--- src/rtl/hsp_pkg.sv ---
// Shared constants for the HSP FIFO drain path: field geometry, packed-word
// offsets, state encoding and the header magic byte.
package hsp_pkg;

   localparam int unsigned FIELD_W   = 8;
   localparam int unsigned WORD_W    = 4 * FIELD_W;

   // Field placement inside the packed host word {score, l, q, s}
   localparam int unsigned S_LSB     = 0;
   localparam int unsigned Q_LSB     = FIELD_W;
   localparam int unsigned L_LSB     = 2 * FIELD_W;
   localparam int unsigned SCORE_LSB = 3 * FIELD_W;

   // Wide enough for a packet length of up to 16 entries
   localparam int unsigned LEN_W     = 5;

   // Drain state encoding (kept as plain constants for legacy tooling)
   localparam logic [1:0] ST_IDLE  = 2'd0;
   localparam logic [1:0] ST_HDR   = 2'd1;
   localparam logic [1:0] ST_READ  = 2'd2;
   localparam logic [1:0] ST_DRAIN = 2'd3;

   localparam logic [7:0] HDR_MAGIC = 8'hA5;

endpackage

--- src/rtl/hsp_skid2.sv ---
// Two-entry valid/ready skid buffer. Carries the data word only; framing
// is derived by the instantiating block. The head entry drives rd_data.
module hsp_skid2 #(
   parameter int unsigned W = 32
) (
   input  logic         clk,
   input  logic         rst,
   input  logic         wr,
   input  logic [W-1:0] wr_data,
   input  logic         rd,
   output logic [W-1:0] rd_data,
   output logic [1:0]   occ
);

   logic [W-1:0] e0;
   logic [W-1:0] e1;
   logic         pop;

   assign pop     = rd && (occ != 2'd0);
   assign rd_data = e0;

   // Entry storage and occupancy; simultaneous write and pop keeps occ
   always_ff @(posedge clk) begin
      if (!rst) begin
         e0  <= '0;
         e1  <= '0;
         occ <= '0;
      end else begin
         case ({wr, pop})
            2'b10: begin
               if (occ == 2'd0) e0 <= wr_data;
               else             e1 <= wr_data;
               occ <= occ + 2'd1;
            end
            2'b01: begin
               e0  <= e1;
               occ <= occ - 2'd1;
            end
            2'b11: begin
               if (occ == 2'd1) begin
                  e0 <= wr_data;
               end else begin
                  e0 <= e1;
                  e1 <= wr_data;
               end
            end
            default: ;
         endcase
      end
   end

endmodule

--- src/rtl/hsp_fifo_drain.sv ---
// Read-side master for the HSP FIFO: pops entries, packs {score,l,q,s}
// into one word and emits framed valid/ready packets towards the DMA path.
// Optional macro HSP_FIFO_DRAIN_HEADER_EN prepends one header word per
// packet: {A5, 00, pkt_count[7:0], len[7:0]}.
module hsp_fifo_drain #(
   parameter int unsigned FIELD_W   = 8,
   parameter int unsigned CNT_W     = 5,
   parameter int unsigned BURST_LEN = 8
) (
   input  logic                 clk,
   input  logic                 rst,
   output logic                 fifo_rd_en,
   input  logic                 fifo_empty,
   input  logic [CNT_W-1:0]     fifo_count,
   input  logic [FIELD_W-1:0]   fifo_s,
   input  logic [FIELD_W-1:0]   fifo_q,
   input  logic [FIELD_W-1:0]   fifo_l,
   input  logic [FIELD_W-1:0]   fifo_score,
   input  logic                 flush,
   output logic [4*FIELD_W-1:0] st_data,
   output logic                 st_valid,
   input  logic                 st_ready,
   output logic                 st_sop,
   output logic                 st_eop,
   output logic                 busy,
   output logic [15:0]          pkt_count
);

   import hsp_pkg::*;

   localparam int unsigned W = 4 * FIELD_W;

   logic [1:0]       state;
   logic [LEN_W-1:0] len;
   logic [LEN_W-1:0] pops_left;
   logic [LEN_W-1:0] sent;
   logic [LEN_W-1:0] last_idx;
   logic [LEN_W-1:0] len_next;
   logic             inflight;
   logic [1:0]       occ;
   logic [2:0]       pend;
   logic [31:0]      cnt_ext;
   logic             start;
   logic             accept;
   logic             skid_wr;
   logic [W-1:0]     skid_wdata;
   logic [W-1:0]     entry_word;

   // Packet start decision, pop gating and framing
   always_comb begin
      cnt_ext    = 32'(fifo_count);
      start      = (state == ST_IDLE) &&
                   ((cnt_ext >= BURST_LEN) || (flush && (cnt_ext != 32'd0)));
      len_next   = (cnt_ext >= BURST_LEN) ? LEN_W'(BURST_LEN) : LEN_W'(cnt_ext);
      pend       = 3'(occ) + 3'(inflight);
      fifo_rd_en = (state == ST_READ) && (pops_left != '0) && !fifo_empty &&
                   (pend < 3'd2);
      st_valid   = (occ != 2'd0);
      accept     = st_valid && st_ready;
      entry_word = {fifo_score, fifo_l, fifo_q, fifo_s};
`ifdef HSP_FIFO_DRAIN_HEADER_EN
      // Header occupies word 0, so the last data word sits at index len
      last_idx   = len;
      skid_wr    = inflight || (state == ST_HDR);
      skid_wdata = (state == ST_HDR) ?
                   W'({HDR_MAGIC, 8'h00, pkt_count[7:0], 3'b000, len}) :
                   entry_word;
`else
      last_idx   = len - LEN_W'(1);
      skid_wr    = inflight;
      skid_wdata = entry_word;
`endif
      st_sop     = st_valid && (sent == '0);
      st_eop     = st_valid && (sent == last_idx);
      busy       = (state != ST_IDLE);
   end

   // Control state, pop accounting and packet counter
   always_ff @(posedge clk) begin
      if (!rst) begin
         state     <= ST_IDLE;
         len       <= '0;
         pops_left <= '0;
         sent      <= '0;
         inflight  <= 1'b0;
         pkt_count <= '0;
      end else begin
         inflight <= fifo_rd_en;
         if (accept) sent <= sent + LEN_W'(1);
         case (state)
            ST_IDLE: begin
               if (start) begin
                  len       <= len_next;
                  pops_left <= len_next;
                  sent      <= '0;
`ifdef HSP_FIFO_DRAIN_HEADER_EN
                  state     <= ST_HDR;
`else
                  state     <= ST_READ;
`endif
               end
            end
            ST_HDR: state <= ST_READ;
            ST_READ: begin
               if (fifo_rd_en) begin
                  pops_left <= pops_left - LEN_W'(1);
                  if (pops_left == LEN_W'(1)) state <= ST_DRAIN;
               end
            end
            ST_DRAIN: begin
               if (accept && st_eop) begin
                  pkt_count <= pkt_count + 16'd1;
                  state     <= ST_IDLE;
               end
            end
            default: state <= ST_IDLE;
         endcase
      end
   end

   hsp_skid2 #(.W(W)) u_skid (
      .clk     (clk),
      .rst     (rst),
      .wr      (skid_wr),
      .wr_data (skid_wdata),
      .rd      (st_ready),
      .rd_data (st_data),
      .occ     (occ)
   );

endmodule

--- config.mk ---
export PLATFORM = sky130hd
export DESIGN_NAME = hsp_fifo_drain
export DESIGN_NICKNAME = d
export VERILOG_FILES = /design/src/rtl/hsp_pkg.sv /design/src/rtl/hsp_skid2.sv /design/src/rtl/hsp_fifo_drain.sv
export SDC_FILE = /design/constraint.sdc
export NUM_CORES = 1
export LEC_CHECK = 0
export CAP_MARGIN = 20
export CORE_AREA = 2 2 134 136
export CTS_BUF_LIST = sky130_fd_sc_hd__clkbuf_8
export DETAILED_ROUTE_END_ITERATION = 8
export DIE_AREA = 0 0 136 138
export PLACE_DENSITY = 0.49
export SYNTH_ARGS = -nofsm -noshare
export SYNTH_HDL_FRONTEND = slang
export SYNTH_SLANG_ARGS = --single-unit
export TNS_END_PERCENT = 30
--- constraint.sdc ---
create_clock -name clk -period 2.8 [get_ports clk]
set_input_delay 0.7 -clock clk [delete_from_list [all_inputs] [get_ports clk]]
set_output_delay 0.7 -clock clk [all_outputs]
set_load 0.005 [all_outputs]
==> summary.md <==
| Metric | Value |
|---|---|
| Gr ovfl total | 0 |
| CTS tree | built |
| Synth Warn # | 0 |
| P_sw | 1477 uW |
| DR pass1 iterations | 4 |
| Final hold violations | 0 |
| Starting Density | 25.06% |
| Largest net degree at the start of global routing | 65 |
| Share of power burned in registers | 40.5% |
| Arr. time, crit path | 1.97 ns |
| Routed WL per cell | 13.77 um |
| Slew margin rel. | 60.27% |
| DIE WIDTH | 136 um |
| RSZ-0062 raised after global routing | no |
| Clock Tree Buf Depth | 2 |
| Post-synth EDFFs | 0 |
| Detail Placement HPWL | 8082 um |
| Critical path class | in2out |
| Clk_lat worst skew | 0.38 ns |
| Mapped Avg Cell Area | 8.418 sq um |
| Least-Margin Pin Slew | 0.5914 ns |
| Post-Syn Instances | 522 |
| Die area | 18770 sq um |
| Core Box Area | 17530 sq um |
| Sw Share | 33.45% |
| Synth area leaders | dfxtp_1, nand2_1, a211oi_1 |
| Combinational Power Share | 38.1% |
| Port Buf Inserts | 94 |
| Post-route ant nets | 0 |
| Setup Viol. Count Final | 0 |
| Initial antenna violation count | 0 |
| Hold Slack | 0.4579 ns |
| Leak pwr | 0.002098 uW |
| # DRC | 0 |
| Register area share after synthesis | 45.56% |
| Critical path required time | 2.10 ns |
| Overall Power | 4417 uW |
| Nature of the critical path startpoint | input port |
| GPL Wtd Cong | 0.7754 |
| Part of the cycle the worst path needs | 95.28% |
| GRT Overall Usage | 12.55% |
| Die H | 138 um |
| Max Clock Freq | 374.8 MHz |
| H-tree depth | 3 |
| Worst hold path type | reg2reg |
| Area grow syn2layout | 36.79% |
| Fin. max-slew vios | 0 |
| DR vias | 4050 |
| Final clock skew | 0.01212 ns |
| Layout cell share with drive strength beyond 1 | 9.003% |
| Post-synth net total | 576 |
| Max_cap viols | 0 |
| Asr flop ratio synth | 0% |
| Main synth FF type | dfxtp_1 |
| Crit. End Element | output pin |
| Status | finished clean |
| First-pass GRT wire length | 19070 um |
| Placed cells | 833 |
| Yosys top cell by area | dfxtp_1 |
| Internal Power | 2940 uW |
| Max IR drop VDD | 0.3017 mV |
| Worst Path Max Fanout | 2 |
| Diode count | 0 |
| Clock slew at reported path FFs | 0.09 ns |
| CTS Buf Count | 9 |
| Top Ports | 95 |
| Vias in the first global route | 3805 |
| Non-Filler Instances | 851 |
| Power per cell area | 734.9 nW/um^2 |
| Top cell type's share of synthesized area | 45.56% |
| Mapped Area | 4394 sq um |
| Drt total wl | 11720 um |
| Fin crit period | 2.668 ns |
| Fin nets | 671 |
| Root Driver | clkbuf_8 |
| Cell Rows | 49 |
| Number of DRC markers in iteration 0 | 159 |
| Metal-1 WL | 5651 um |
| Clock share of power | 21.4% |
| Routed wl met3 | 484 um |
| Max Used Layer | met4 |
| FF+latch count, synth | 100 |
| Met2 wire len | 5382 um |
| CTS sink count | 100 |
| Netlist cell types | 45 |
| Vias per cell | 4.759 |
-- synthesized netlist by cell type (2+ instances only) --
cell type,n
dfxtp_1,100
nand2_1,76
a21oi_1,52
nor2_1,51
a211oi_1,35
a22oi_1,33
clkbuf_1,31
inv_1,15
ha_1,12
o21ai_1,12
nand4_1,11
or3_1,11
nand3_1,9
xor2_1,9
and3_1,8
nor3_1,5
o21a_1,5
xnor2_1,5
nand2b_1,4
o21ai_0,4
a31oi_1,3
buf_2,3
o31ai_1,3
a311oi_1,2
nor2b_1,2
nor4_1,2
-- final cells by class --
class	count	area [sq um]
multi-input combinational	371	2251
tap	229	286.5
timing repair buffer	119	1209
sequential	100	2004
inverter	16	60.06
fill	1870	11520
clock inverter	7	76.32
clock buffer	9	123.9
-- layer usage --
| layer | track usage (%) | vias up |
|---|---|---|
| li1 | - | 2055 |
| met1 | 16.45 | 1883 |
| met2 | 20.23 | 96 |
| met3 | 2.567 | 16 |
| met4 | 4.770 | 0 |
| met5 | 0 | - |
-- flip-flops by register name, indices dropped and copies added (netlist names) --
name            cells
u_skid.e1          32
u_skid.rd_data     32
sent                5
inflight            1
state               2
u_skid.occ          2
len                 5
pkt_count          16
pops_left           5
-- worst max-delay path: stages --
cell and delay, ns:
clkdlybuf4s50_1 0.41, or4b_4 0.50, a221oi_4 0.20, buf_2 0.16
-- through the flow --
step | instance area, sq um | utilization (%) | TNS, ns | worst slack (ns)
2_1_floorplan | 4394 | - | 0 | 0.5889
3_3_place_gp | 5766 | 32.88 | -0.2894 | -0.2894
3_5_place_dp | 5766 | 32.88 | -0.2987 | -0.2987
4_1_cts | 6013 | 34.29 | 0 | 0.002821
5_1_grt | 6011 | 34.28 | 0 | 0.06859
6_report | 6011 | 34.28 | 0 | 0.1321
-- repair_timing --
item                       4_1_cts  5_1_grt
setup buffers                    2        0
hold buffers                     0        0
gates cloned                     0        0
pin swaps                        3        0
hold endpoints to repair         0        0
resized for setup               12        2
setup endpoints to repair        3        1
-- power groups by stage --
stage,Combinational [uW],Sequential [uW],Clock [uW]
global route,1860,1820,1050
finish,1680,1790,946
global placement,1700,1820,0
CTS,1710,1790,991
floorplan,851,1830,0
detailed placement,1710,1820,0
-- cell families (layout without fill, tap and decap cells) --
| family | count (synthesis) | count (layout) | synth area share, % |
|---|---|---|---|
| compound gates | 155 | 155 | 23.12 |
| xor+xnor | 15 | 15 | 3.303 |
| simple gates | 188 | 188 | 19.93 |
| fa+ha+maj | 12 | 12 | 3.417 |
| buf+inv | 51 | 151 | 4.442 |
| flops | 100 | 100 | 45.56 |
| mux | 1 | 1 | 0.2278 |
-- path summary, 6_finish.rpt --
check / startpoint / endpoint / slack (ns) / cells after the start
min: u_skid.e1[4]$_SDFFE_PN0P_ / u_skid.e1[4]$_SDFFE_PN0P_ / 0.46 / 2
max reg2reg: u_skid.occ[1]$_SDFFE_PN0P_ / u_skid.rd_data[2]$_SDFFE_PN0P_ / 0.43 / 11
min reg2reg: u_skid.e1[4]$_SDFFE_PN0P_ / u_skid.e1[4]$_SDFFE_PN0P_ / 0.46 / 2
max: fifo_empty / fifo_rd_en / 0.13 / 4
-- cells in the final DEF, fill, tap and decap left out, types with 3 or more instances in the layout --
cell type / synthesis / layout
inv_1: 15 / 16
a21oi_1: 52 / 52
nor3_1: 5 / 5
nand4_1: 11 / 11
o21a_1: 5 / 5
o31ai_1: 3 / 3
o21ai_1: 12 / 9
xor2_1: 9 / 9
buf_4: 0 / 18
o21ai_0: 4 / 4
or3_1: 11 / 11
buf_12: 0 / 7
a31oi_1: 3 / 3
and3_1: 8 / 7
a211oi_1: 35 / 35
clkinv_4: 0 / 3
ha_1: 12 / 11
nor2_1: 51 / 51
a22oi_1: 33 / 33
clkdlybuf4s50_1: 0 / 91
nand2b_1: 4 / 4
nand3_1: 9 / 9
clkbuf_8: 0 / 9
xnor2_1: 5 / 4
nand2_1: 76 / 76
dfxtp_1: 100 / 98
Power figures use the tool's default switching activity.
